**config.mk**
```make
export PLATFORM = sky130hd
export DESIGN_NAME = xb_read_stream_source
export DESIGN_NICKNAME = d
export VERILOG_FILES = /design/src/rtl/xb_stream_pkg.sv /design/src/rtl/xb_sync_fifo.sv /design/src/rtl/xb_read_stream_source.sv
export SDC_FILE = /design/constraint.sdc
export NUM_CORES = 1
export LEC_CHECK = 0
export ABC_AREA = 1
export BUFFER_PORTS_ARGS = -buffer_cell sky130_fd_sc_hd__buf_2
export CORE_MARGIN = 1.5
export CORE_UTILIZATION = 40
export CTS_BUF_LIST = sky130_fd_sc_hd__clkbuf_4 sky130_fd_sc_hd__clkbuf_8 sky130_fd_sc_hd__clkbuf_16
export DETAILED_ROUTE_END_ITERATION = 6
export RECOVER_POWER = 50
export SLEW_MARGIN = 10
export SYNTH_ARGS = -nofsm -noshare
export SYNTH_HDL_FRONTEND = slang
export SYNTH_SLANG_ARGS = --single-unit
```
**constraint.sdc**
```tcl
create_clock -name bus_clk -period 6.6 [get_ports bus_clk]
set_input_delay 0.66 -clock bus_clk [delete_from_list [all_inputs] [get_ports bus_clk]]
set_output_delay 0.66 -clock bus_clk [all_outputs]
set_load 0.01 [all_outputs]
```
**src/rtl/xb_stream_pkg.sv**
```systemverilog
// xb_stream_pkg
//   Shared definitions for the xillybus read-stream source:
//   - xb_state_e : frame state machine encoding
//   - xb_cnt_w() : width of the push/pop session counters
//   - default frame length and FIFO depth exponent
package xb_stream_pkg;

   typedef enum logic [2:0] {
      IDLE  = 3'd0,
      RUN   = 3'd1,
      DRAIN = 3'd2,
      EOF   = 3'd3,
      DONE  = 3'd4
   } xb_state_e;

   localparam int unsigned XB_FRAME_LEN_DEF  = 1024;
   localparam int          XB_DEPTH_LOG2_DEF = 4;

   // Counters are at least 32 bits wide.  They only grow past that if the
   // frame length needs more, which a 32-bit parameter never does.
   function automatic int xb_cnt_w(input int unsigned frame_len);
      int w;
      w = $clog2({1'b0, frame_len} + 33'd1);
      return (w > 32) ? w : 32;
   endfunction

endpackage

```
**src/rtl/xb_sync_fifo.sv**
```systemverilog
// xb_sync_fifo
//   Single-clock FIFO, 2**AW words, registered read data.
//   Pointers carry an extra MSB so full and empty can be told apart.
// Ports:
//   clk, srst        clock, synchronous active-high reset
//   flush            drop all contents (pointers to 0), read data kept
//   push, push_data  write one word (ignored when full)
//   pop              read one word (ignored when empty)
//   pop_data         word read by the last pop, valid the cycle after pop
//   full, empty      occupancy flags
//   count            current occupancy, 0..2**AW
module xb_sync_fifo #(
   parameter int DW = 32,
   parameter int AW = 4
) (
   input  logic          clk,
   input  logic          srst,
   input  logic          flush,
   input  logic          push,
   input  logic [DW-1:0] push_data,
   input  logic          pop,
   output logic [DW-1:0] pop_data,
   output logic          full,
   output logic          empty,
   output logic [AW:0]   count
);

   logic [DW-1:0] mem [2**AW];
   logic [AW:0]   wptr;
   logic [AW:0]   rptr;
   logic          do_push;
   logic          do_pop;

   assign count   = wptr - rptr;
   assign empty   = (wptr == rptr);
   assign full    = (wptr[AW] != rptr[AW]) && (wptr[AW-1:0] == rptr[AW-1:0]);
   assign do_push = push && !full;
   assign do_pop  = pop && !empty;

   always_ff @(posedge clk) begin
      if (srst || flush) begin
         wptr <= '0;
         rptr <= '0;
      end else begin
         if (do_push) wptr <= wptr + 1'b1;
         if (do_pop)  rptr <= rptr + 1'b1;
      end
   end

   always_ff @(posedge clk) begin
      if (do_push) mem[wptr[AW-1:0]] <= push_data;
   end

   always_ff @(posedge clk) begin
      if (srst)        pop_data <= '0;
      else if (do_pop) pop_data <= mem[rptr[AW-1:0]];
   end

endmodule

```
**src/rtl/xb_read_stream_source.sv**
```systemverilog
// xb_read_stream_source
//   FPGA-to-CPU xillybus read-stream producer.  Samples arrive on a
//   valid/ready port, are buffered in a FIFO and handed to the core with
//   rden/empty semantics.  After FRAME_LEN words an EOF pulse closes the
//   session (FRAME_LEN=0: endless stream, no EOF).
// Ports:
//   bus_clk, srst              clock, synchronous active-high reset
//   quiesce, user_r_open       session control (quiesce acts as close)
//   user_r_rden/empty/data/eof xillybus read-stream interface
//   src_valid/ready/data       sample input
//   frame_busy                 session in RUN or DRAIN
// Build option:
//   XB_SRC_TESTPATTERN_EN      replace the sample input by an internal
//                              counter pattern (0,1,2,... per session)
module xb_read_stream_source
   import xb_stream_pkg::*;
#(
   parameter int          DW         = 32,
   parameter int          DEPTH_LOG2 = XB_DEPTH_LOG2_DEF,
   parameter int unsigned FRAME_LEN  = XB_FRAME_LEN_DEF
) (
   input  logic          bus_clk,
   input  logic          srst,
   input  logic          quiesce,
   input  logic          user_r_open,
   input  logic          user_r_rden,
   output logic          user_r_empty,
   output logic [DW-1:0] user_r_data,
   output logic          user_r_eof,
   input  logic          src_valid,
   output logic          src_ready,
   input  logic [DW-1:0] src_data,
   output logic          frame_busy
);

   localparam int            CW      = xb_cnt_w(FRAME_LEN);
   localparam logic [CW-1:0] FL      = CW'(FRAME_LEN);
   localparam bit            ENDLESS = (FRAME_LEN == 0);

   xb_state_e         state, state_nxt;
   logic [CW-1:0]     push_cnt, pop_cnt;
   logic              open_ok;
   logic              room;
   logic              push, pop;
   logic [DW-1:0]     push_data;
   logic              fifo_full, fifo_empty, fifo_flush;
   logic [DEPTH_LOG2:0] fifo_cnt;
   logic              empty_q;
   logic              run_nxt;

   assign open_ok    = user_r_open && !quiesce;
   assign room       = !fifo_full && (ENDLESS || (push_cnt < FL));
   assign pop        = user_r_rden && !empty_q;
   assign fifo_flush = !open_ok || (state == IDLE);

`ifdef XB_SRC_TESTPATTERN_EN
   logic [DW-1:0] tp_cnt;
   logic          unused_src;

   assign unused_src = ^{src_valid, src_data};
   assign src_ready  = 1'b0;
   assign push       = (state == RUN) && room;
   assign push_data  = tp_cnt;

   // Pattern restarts at 0 every session: it is held at 0 outside RUN.
   always_ff @(posedge bus_clk) begin
      if (srst || state != RUN) tp_cnt <= '0;
      else if (push)            tp_cnt <= tp_cnt + 1'b1;
   end
`else
   assign src_ready = (state == RUN) && room;
   assign push      = src_valid && src_ready;
   assign push_data = src_data;
`endif

   xb_sync_fifo #(.DW(DW), .AW(DEPTH_LOG2)) u_fifo (
      .clk       (bus_clk),
      .srst      (srst),
      .flush     (fifo_flush),
      .push      (push),
      .push_data (push_data),
      .pop       (pop),
      .pop_data  (user_r_data),
      .full      (fifo_full),
      .empty     (fifo_empty),
      .count     (fifo_cnt)
   );

   always_ff @(posedge bus_clk) begin
      if (srst) state <= IDLE;
      else      state <= state_nxt;
   end

   always_comb begin
      state_nxt = state;
      if (!open_ok) begin
         state_nxt = IDLE;
      end else begin
         case (state)
            IDLE:    state_nxt = RUN;
            RUN:     if (!ENDLESS && push_cnt == FL) state_nxt = DRAIN;
            DRAIN:   if (pop_cnt == FL && fifo_empty) state_nxt = EOF;
            EOF:     state_nxt = DONE;
            DONE:    state_nxt = DONE;
            default: state_nxt = IDLE;
         endcase
      end
   end

   // Session counters saturate instead of wrapping.
   always_ff @(posedge bus_clk) begin
      if (srst || fifo_flush) begin
         push_cnt <= '0;
         pop_cnt  <= '0;
      end else begin
         if (push && push_cnt != '1) push_cnt <= push_cnt + CW'(1);
         if (pop  && pop_cnt  != '1) pop_cnt  <= pop_cnt  + CW'(1);
      end
   end

   // Registered empty.  A pop this cycle is subtracted right away so the
   // core can never pop the last word twice; a push this cycle is not
   // counted, so new data shows up one cycle after it lands.
   assign run_nxt = (state_nxt == RUN) || (state_nxt == DRAIN);

   always_ff @(posedge bus_clk) begin
      if (srst) empty_q <= 1'b1;
      else      empty_q <= ((fifo_cnt - (DEPTH_LOG2+1)'(pop)) == '0) || !run_nxt;
   end

   assign user_r_empty = empty_q;
   assign user_r_eof   = (state == EOF);
   assign frame_busy   = (state == RUN) || (state == DRAIN);

endmodule

```
; Yosys cells after proc, flatten, opt, wreduce, memory -nomap -nowiden
; Memories as Yosys holds them, arrays and structs flattened. A register that Yosys moved wholly into a read port is not among the register bits.
; Cells that the tools add are included.
[word_totals]
latchBits = 0
out_inout_bits = 36
register_bits = 78
mem_bits_ro = 0
memories = 1
ramBits = 512
[classes]
bitwise = 0
eq_ne = 13
n_div = 0
n_mul = 0
add_sub_neg = 6
shifts = 0
reduce_logical = 25
n_mux = 6
n_lt_le_gt_ge = 1
[mem_list]
columns = name, depth, width, read_ports, rd_clocked_by_memory_dff, write_ports, line_no
row1 = u_fifo.mem, 16, 32, 1, 1, 1, xb_sync_fifo.sv:28  ; logic [DW-1:0] mem [2**AW];
[op_table]
columns = operator, count
row1 = "32-bit by 1-bit adder with 32-bit output, second input constant", 2
row2 = "32-bit by 11-bit == test with 1-bit output, second input constant", 2
row3 = "32-bit inequality test, second input constant", 2
row4 = "32-bit by 11-bit < comparator with 1-bit output, second input constant", 1
row5 = 3-bit case mux with 4 select lines, 1
row6 = 1-bit logical AND, 11
row7 = "5-bit by 1-bit adder with 5-bit output, second input constant", 2
row8 = "3-bit by 2-bit == test with 1-bit output, second input constant", 3
row9 = 3-bit 2-to-1 mux, 3
row10 = "3-bit by 1-bit == test with 1-bit output, second input constant", 2
row11 = 1-bit zero test, 6
row12 = 5-bit == test, 1
row13 = 5-bit zero test, 1
row14 = 1-bit logical OR, 5
row15 = 5-bit by 1-bit subtractor with 5-bit output, 1
row16 = 5-bit subtractor, 1
row17 = 4-bit == test, 1
row18 = "3-bit == test, second input constant", 1
row19 = 3-bit zero test, 1
row20 = 1-bit 2-to-1 mux, 2
row21 = 2-bit OR reduction, 1
row22 = 1-bit inequality test, 1

; Longest topological paths before layout
; Gate-level depths: netlist of the first run.
[logic_depth]
word_depth = 9
ltp_mapped = 16
ltp_nobuf = 15

; By module
; A second synthesis of the first run with hierarchy kept.
[unflattened]
cells_unflattened = 2794
area_unflattened_um2 = 27078.5
[by_module_without_submodules]
columns = module, cells_per_inst, n_inst, area_each_um2
row1 = xb_sync_fifo, 2187, 1, 23239.8
row2 = xb_read_stream_source, 607, 1, 3838.7

; Least setup slack after synthesis of the first run
; Ideal clock, no wire load.
[synth_timing]
path_type = register to register
from = register u_fifo.wptr[2]
to = memory u_fifo.mem[0][0] (enable)
arrival_time_ns = 2.788
synth_period_minus_slack_ns = 3.209
t_required_ns = 6.179
path_stages_with_launch = 11
setup_slack_ns = 3.391
cell_sequence = dfxtp_1 > inv_1 > ha_1 > nand3_1 > nor2_1 > nand2_1 > nand3_1 > inv_2 > buf_4 > nand2_1 > nor2_1
[synth_via]
elab_chain_cells = 9
[synth_rtl]
columns = item, line_no
row1 = start: declaration, xb_sync_fifo.sv:29  ; logic [AW:0] wptr;
row2 = start signal: assignment, xb_sync_fifo.sv:45  ; if (do_push) wptr <= wptr + 1'b1;
row3 = 4-bit == test, xb_sync_fifo.sv:36  ; assign full = (wptr[AW] != rptr[AW]) && (wptr[AW-1:0] == rptr[AW-1:0]);
row4 = 1-bit logical AND, xb_sync_fifo.sv:36
row5 = 1-bit zero test, "xb_sync_fifo.sv:37, xb_read_stream_source.sv:52"
row6 = 1-bit logical AND, xb_read_stream_source.sv:52  ; assign room = !fifo_full && (ENDLESS || (push_cnt < FL));
row7 = 1-bit logical AND, xb_read_stream_source.sv:71  ; assign src_ready = (state == RUN) && room;
row8 = 1-bit logical AND, xb_read_stream_source.sv:72  ; assign push = src_valid && src_ready;
row9 = 1-bit logical AND, xb_sync_fifo.sv:37  ; assign do_push = push && !full;
row10 = 1-bit 2-to-1 mux, xb_sync_fifo.sv:51  ; if (do_push) mem[wptr[AW-1:0]] <= push_data;
row11 = 1-bit 2-to-1 mux (implied by the code), xb_sync_fifo.sv:51
row12 = end: declaration, xb_sync_fifo.sv:28
; Several ways; a longest one is shown, not always the timed one.

; Worst setup path after layout of the first run
[layout_timing]
from = register u_fifo.rptr[0]
to = memory u_fifo.mem[9][16] (enable)
[layout_via]
elab_chain_cells = 9
[layout_rtl]
columns = item, line_no
row1 = start: declaration, xb_sync_fifo.sv:30  ; logic [AW:0] rptr;
row2 = start signal: assignment, xb_sync_fifo.sv:46  ; if (do_pop) rptr <= rptr + 1'b1;
row3 = 4-bit == test (*), xb_sync_fifo.sv:36
row4 = 1-bit logical AND (*), xb_sync_fifo.sv:36
row5 = 1-bit zero test (*), "xb_sync_fifo.sv:37, xb_read_stream_source.sv:52"
row6 = 1-bit logical AND, xb_read_stream_source.sv:52
row7 = 1-bit logical AND, xb_read_stream_source.sv:71
row8 = 1-bit logical AND, xb_read_stream_source.sv:72
row9 = 1-bit logical AND (*), xb_sync_fifo.sv:37
row10 = 1-bit 2-to-1 mux (*), xb_sync_fifo.sv:51
row11 = 1-bit 2-to-1 mux (implied by the code) (*), xb_sync_fifo.sv:51
; Every way passes the cells marked *; elsewhere a longest branch is shown, timed or not.

==> results of run 1 <==
[power by group]
group          switching [mW]  leakage (nW)  internal [mW]
clock                    1.59          1.16           2.28
combinational          0.0688          2.81         0.0116
sequential            0.00102          5.49           4.24
total                    1.66          9.46           6.53
[logic make-up (layout without fill, tap and decap cells)]
family / count (synthesis) / in the layout / synth area share
AO/OA/AOI/OAI: 540 / 540 / 0.119
XOR/XNOR: 22 / 22 / 0.00763
adder cells (fa/ha/maj): 17 / 17 / 0.00902
buffers and inverters: 232 / 326 / 0.0388
flip-flops: 622 / 622 / 0.696
other: 0 / 1 / 0
AND/OR/NAND/NOR: 809 / 809 / 0.129
[path summary, 6_finish.rpt]
kind / endpoint / start / slack [ns] / cells past startpoint
max: u_fifo.mem[9][16]$_DFFE_PP_ / u_fifo.rptr[0]$_SDFFE_PP0P_ / 2.51 / 9
min: state[2]$_SDFF_PP0_ / srst / 0.30 / 2
max reg2reg: u_fifo.mem[9][16]$_DFFE_PP_ / u_fifo.rptr[0]$_SDFFE_PP0P_ / 2.51 / 9
min reg2reg: push_cnt[17]$_SDFFE_PP0P_ / push_cnt[17]$_SDFFE_PP0P_ / 0.42 / 2
[cell usage in the layout (no fill, tap or decap), types with 3 or more instances in the layout]
master,n
o221ai_1,15
a31oi_1,17
bufinv_16,3
nand4_1,16
o21ai_0,293
a21oi_1,72
clkbuf_8,12
xor2_1,20
nor3_2,3
clkbuf_4,12
o22ai_1,79
inv_1,94
o21ai_1,14
clkinv_4,4
o211ai_1,49
clkinv_2,11
buf_4,19
ha_1,15
dfxtp_1,107
nand3_1,56
nor3_1,14
clkbuf_16,70
nor2_4,18
clkbuf_1,69
clkinvlp_4,3
nand2_1,258
nor2_1,432
inv_2,8
edfxtp_1,512
clkinv_1,8
nor2_2,3
buf_2,6
[per-stage QoR]
| stage | total power, mW | hold WS, ns | std cells |
|---|---|---|---|
| 2_1_floorplan | 4.35 | 0.408 | 2242 |
| 3_3_place_gp | 4.41 | 0.414 | 3047 |
| 3_5_place_dp | 4.41 | 0.417 | 3047 |
| 4_1_cts | 8.27 | 0.266 | 3172 |
| 5_1_grt | 8.41 | 0.293 | 3173 |
| 6_report | 8.19 | 0.299 | 3174 |
[layout make-up]
cell class,count,area share
well taps,837,0.0366
repair buffers,95,0.0160
clock buffers,94,0.0701
clock inverters,31,0.0114
multi-input cells,1388,0.237
flip-flops and latches,622,0.614
diodes,1,0.0000874
inverters,106,0.0141
[registers in the layout, indices dropped and copies added, names as in the netlist]
name / count
pop_cnt: 32
state: 3
u_fifo.pop_data: 32
u_fifo.rptr: 5
push_cnt: 32
user_r_empty: 1
u_fifo.wptr: 5
u_fifo.mem: 512
[metal layers]
metal  wire length, um  global-route usage
met5                14                   0
met3              2670              0.0299
met2             29300               0.317
met1             27300               0.250
met4              1870              0.0689
[synth_stat cells (all sizes together)]
master,number
edfxtp,512
nor2,453
o21ai,307
nand2,260
dfxtp,110
inv,103
clkbuf,79
o22ai,79
a21oi,72
nand3,56
o211ai,49
buf,47
xor2,20
nor3,18
a31oi,17
nand4,16
ha,15
o221ai,15
clkinv,3
and2,2
fa,2
nor4,2
xnor2,2
nand3b,1
nor3b,1
o2111a,1
==> results.md, run 1 <==
* Final worst setup slack at between 2 and 3 ns
* Final instance area at roughly 29,000 um2
* Worst setup SP type: register
* Total Wirelength at approximately 60 mm
* Syn Area/Cell at approximately 11 um2
* WL/cell at 19.3 um
* Fmax at between 200 and 250 MHz
* # clock sinks at 622
* Final Skew at 0.0376 ns
* Slew Limit Fails at 0
* DR vias/cell at 5.37
* Max VDD drop at 0.336 mV
* Remaining DRCs at 0
* Clock transition at path regs at roughly 0.060 ns
* Clock root buffer: clkbuf_16
* Placed cell area at around 26,000 um2
* Hpwl dp at 34.0 mm
* ANT nets after route at 0
* Port bufs at 73
* Worst Path Buf+Inv at 2
* Post-synth top area share at 0.609
* GRT Util Overall at 0.189
* CP Capture Type: register
* Post-synthesis cell type count at 39
* Final Hold Fails at 0
* Nets at ~2,300
* Overflow left after global routing at 0
* YS warnings at 0
* Hold-fix buffers, CTS at 0
* Setup TNS at 0 ns
* Final core occ at 0.461
* Area grow syn2layout at 13.4%
* Die Y at 254 um
* Crit path DAT at roughly 4.3 ns
* Worst Tran Pin Value at between 1 and 1.5 ns
* GPL Wtd Cong at slightly below 0.9
* Layout cells sized above 1 at 0.0792
* Core ar. at a little over 60,000 um2
* Mapped Nets at between 2,000 and 2,500
* Die width at ~250 um
* Synth area leaders: edfxtp_1 (61%), dfxtp_1 (8.7%), nor2_1 (6.7%)
* # H-tree levels at 3
* Area of the multi-input gates at just under 7000 um2
* Syn Inst Count at approximately 2,200
* Setup repair bufs after CTS at 0
* Die area at between 60,000 and 70,000 um2
* Site Rows at 91
* Required @ worst endpoint at between 6 and 7 ns
* Synth Register Bits at 622
* Via count at ~17,000
* Family with the most delay on the worst path: simple AND/OR/NAND/NOR gates
* I/O Pins at 74
* Critical path class: register to register
* Post-synthesis sequential area ratio at 0.696
* Effective utilization at floorplan at 0.407
* Num CTS Buffers at about 70
* Number of fill cells at ~5,600
* DRT iter0 DRCs at about 1,400
* Leak pwr at approximately 9.5 nW
* Largest net degree at the start of global routing at around 110
* CP max stage delay at 1.02 ns
* Max_cap viols at 0
* Top fanout value on the critical path at between 80 and 90
* Clock Path Buffers at 3
* RSZ-0062 raised after global routing: false
* Area leader, netlist: edfxtp_1
* Drt pass-1 iters at 5
* Sequential Area at between 15,000 and 20,000 um2
* Cts repair resizes at 0
* Initial antenna violation count at 1
* Worst-skew pair later-pin latency at about 0.63 ns
* Setup Slack @ Placement at ~2.5 ns
* Final setup fails at 0
* Top cell by count, worst path: nand2_1
* Pwr per Cell Area at about 290 nW/um2
* First-pass GRT wire length at ~94 mm
* Status: finished clean
* Crit-path slowest cell: nor2_4
* CTS tree: built
* Period utilization at 0.619
* Crit path time final at a little over 4 ns
* Hold Crit Class: primary input to register
* Number of global-route vias before repair at roughly 17,000
* Syn Std Cell Area at about 25,000 um2
* Relative slew slack at 0.0994
* CP cell instances: inv_6 -> nand2_1 -> nand3_1 -> nor2_1 -> nand2_1 -> nand3_1 -> inv_2 -> nand2_1 -> nor2_4
(Power assumes the default switching activity.)
==> run 2: changes to the inputs <==
Clock period 6.6 ns to 3.8 ns, I/O delays scaled along.
==> run 2 against run 1 <==
  * Sequential power up 74%
  * Via count fell by 0.16%
  * Non-clock buffer count is 14 higher
  * Die area unchanged
  * Register-to-register slack worse by 1.8 ns
  * Clock-buffer cell count is 4 lower
  * First-iteration DRC count is 14% higher
  * Clock skew is 0.0061 ns lower
  * Critical path type unchanged
  * Largest power group unchanged
==> results.md, run 2 (synthesized netlist as in run 1, its figures left out) <==
* Initial antenna violation count at 0
* Reg2Reg Depth at 10
* Number of fill cells at 5,651
* # H-tree levels at 3
* Cts repair resizes at 0
* RSZ-0062 raised after global routing: false
* Clock root buffer: clkbuf_16
* ANT nets after route at 0
* Area grow syn2layout at 13.8%
* Nets at between 2,000 and 2,500
* Setup TNS at 0 ns
* R2R setup slack at 0.67 ns
* Most frequent cells in the layout: edfxtp_1 (512), nor2_1 (432), o21ai_0 (293)
* Final instance area at ~29,000 um2
* DRT iter0 DRCs at between 1,500 and 2,000
* Placed cell area at approximately 27,000 um2
* # clock sinks at between 600 and 700
* Clock Path Buffers at 3
* Layout cells sized above 1 at 0.0797
* Die width at approximately 250 um
* GRT Util Overall at 0.196
* WL/cell at between 15 and 20 um
* Max reg flops at 512
* Crit path DAT at between 3 and 4 ns
* Relative slew slack at 0.103
* Max_cap viols at 0
* Fmax at about 320 MHz
* Clock transition at path regs at ~0.060 ns
* Final Hold Fails at 0
* CP Capture Type: register
* Number of global-route vias before repair at between 15,000 and 20,000
* Setup Slack @ Placement at roughly 0.8 ns
* Slew Limit Fails at 0
* Most common cell after layout, fill and taps aside: edfxtp_1
* Status: finished clean
* Remaining DRCs at 0
* Hold Crit Class: primary input to register
* Total power at approximately 14 mW
* Hold wc startpoint: src_valid
* Required @ worst endpoint at slightly above 4 ns
* Site Rows at between 90 and 100
* Port bufs at 73
* Final worst setup slack at ~0.67 ns
* Die area at around 65,000 um2
* Core ar. at roughly 62,000 um2
* DR vias/cell at between 5 and 6
* Via count at 17,025
* Worst-skew pair later-pin latency at ~0.6 ns
* Crit path time final at roughly 3.1 ns
* Crit Reg-Reg Startpoint: u_fifo.wptr[3]$_SDFFE_PP0P_
* Max VDD drop at 0.337 mV
* Num CTS Buffers at between 60 and 70
* Effective utilization at floorplan at 0.407
* R2R Path End: u_fifo.mem[5][17]$_DFFE_PP_
* Period utilization at 0.822
* Worst Tran Pin Value at between 1 and 1.5 ns
* Total Wirelength at about 63 mm
* Die Y at between 200 and 300 um
* Largest net degree at the start of global routing at approximately 260
* Overflow left after global routing at 0
* CTS tree: built
* Pwr per Cell Area at ~490 nW/um2
* GPL Wtd Cong at roughly 0.85
* Critical path class: register to register
* Final setup fails at 0
* Final core occ at 0.463
* I/O Pins at 74
* First-pass GRT wire length at 96.7 mm
* Final Skew at 0.0315 ns
* Hold Path Cell Cnt at 3
* Leak pwr at 9.51 nW
* Hpwl dp at 35.9 mm
* Worst setup SP type: register
* Diodes inserted at 0
* Hold endpoint: u_fifo.wptr[4]$_SDFFE_PP0P_
* Drt pass-1 iters at 6
* Top fanout value on the critical path at 18
==> run 2: changes by cell type in the layout (fill, tap and decap cells not counted), sizes merged <==
cell	delta
clkinvlp	-3
dlygate4sd3	+1
buf	+14
clkinv	+3
clkbuf	-5
bufinv	+1
diode	-1
==> run 2: worst max-delay path, stage by stage, from the launching register on <==
cell,delay [ns]
dfxtp_1,0.46
inv_1,0.18
ha_1,0.33
nand3_1,0.09
nor2_1,0.06
nand2_1,0.12
nand3_1,0.12
inv_1,0.28
nand2_1,0.32
nor2_4,0.58
buf_12,0.25
==> run 2: report_power, final <==
| group | total [mW] | leakage [nW] | internal (mW) | switching [mW] |
|---|---|---|---|---|
| clock | 6.45 | 1.10 | 3.84 | 2.61 |
| sequential | 7.38 | 5.49 | 7.37 | 0.00177 |
| combinational | 0.155 | 2.91 | 0.0210 | 0.134 |
| total | 14.0 | 9.51 | 11.2 | 2.74 |
==> run 2: worst max path at each step <==
stage                                        endpoint  slack (ns)                        start
after floorplan            u_fifo.mem[0][0]$_DFFE_PP_        0.59  u_fifo.wptr[2]$_SDFFE_PP0P_
after global placement    u_fifo.mem[5][14]$_DFFE_PP_        0.92  u_fifo.wptr[3]$_SDFFE_PP0P_
after detailed placement  u_fifo.mem[5][25]$_DFFE_PP_        0.82  u_fifo.wptr[3]$_SDFFE_PP0P_
after CTS                 u_fifo.mem[5][17]$_DFFE_PP_        0.79  u_fifo.wptr[3]$_SDFFE_PP0P_
after global routing      u_fifo.mem[5][17]$_DFFE_PP_        0.42  u_fifo.wptr[3]$_SDFFE_PP0P_
final                     u_fifo.mem[5][17]$_DFFE_PP_        0.67  u_fifo.wptr[3]$_SDFFE_PP0P_
==> run 2: what timing repair did <==
item | in CTS | in global routing
hold buffers | 1 | 0
setup buffers | 0 | 0
hold endpoints to repair | 2 | 0
==> run 2: area by class of cell <==
| cell class | instances | area [um2] | share of cell area |
|---|---|---|---|
| Sequential cell | 622 | 17600 | 0.612 |
| Multi-Input combinational cell | 1388 | 6790 | 0.237 |
| Clock buffer | 90 | 1930 | 0.0673 |
| Tap cell | 837 | 1050 | 0.0365 |
| Timing Repair Buffer | 109 | 701 | 0.0244 |
| Inverter | 106 | 403 | 0.0140 |
| Clock inverter | 32 | 251 | 0.00876 |
==> run 2: metrics by stage <==
step,instances,hold WS [ns]
after floorplan,2242,0.408
after global placement,3061,0.415
after detailed placement,3061,0.417
after CTS,3184,0.114
after global routing,3184,0.159
final,3184,0.151
==> run 2: per-layer routing <==
layer | wire length [um] | up-vias | global-route usage
li1 | - | 8071 | -
met1 | 27900 | 8382 | 0.262
met2 | 30700 | 480 | 0.326
met3 | 3380 | 92 | 0.0293
met4 | 1480 | 0 | 0.0709
met5 | 0 | - | 0
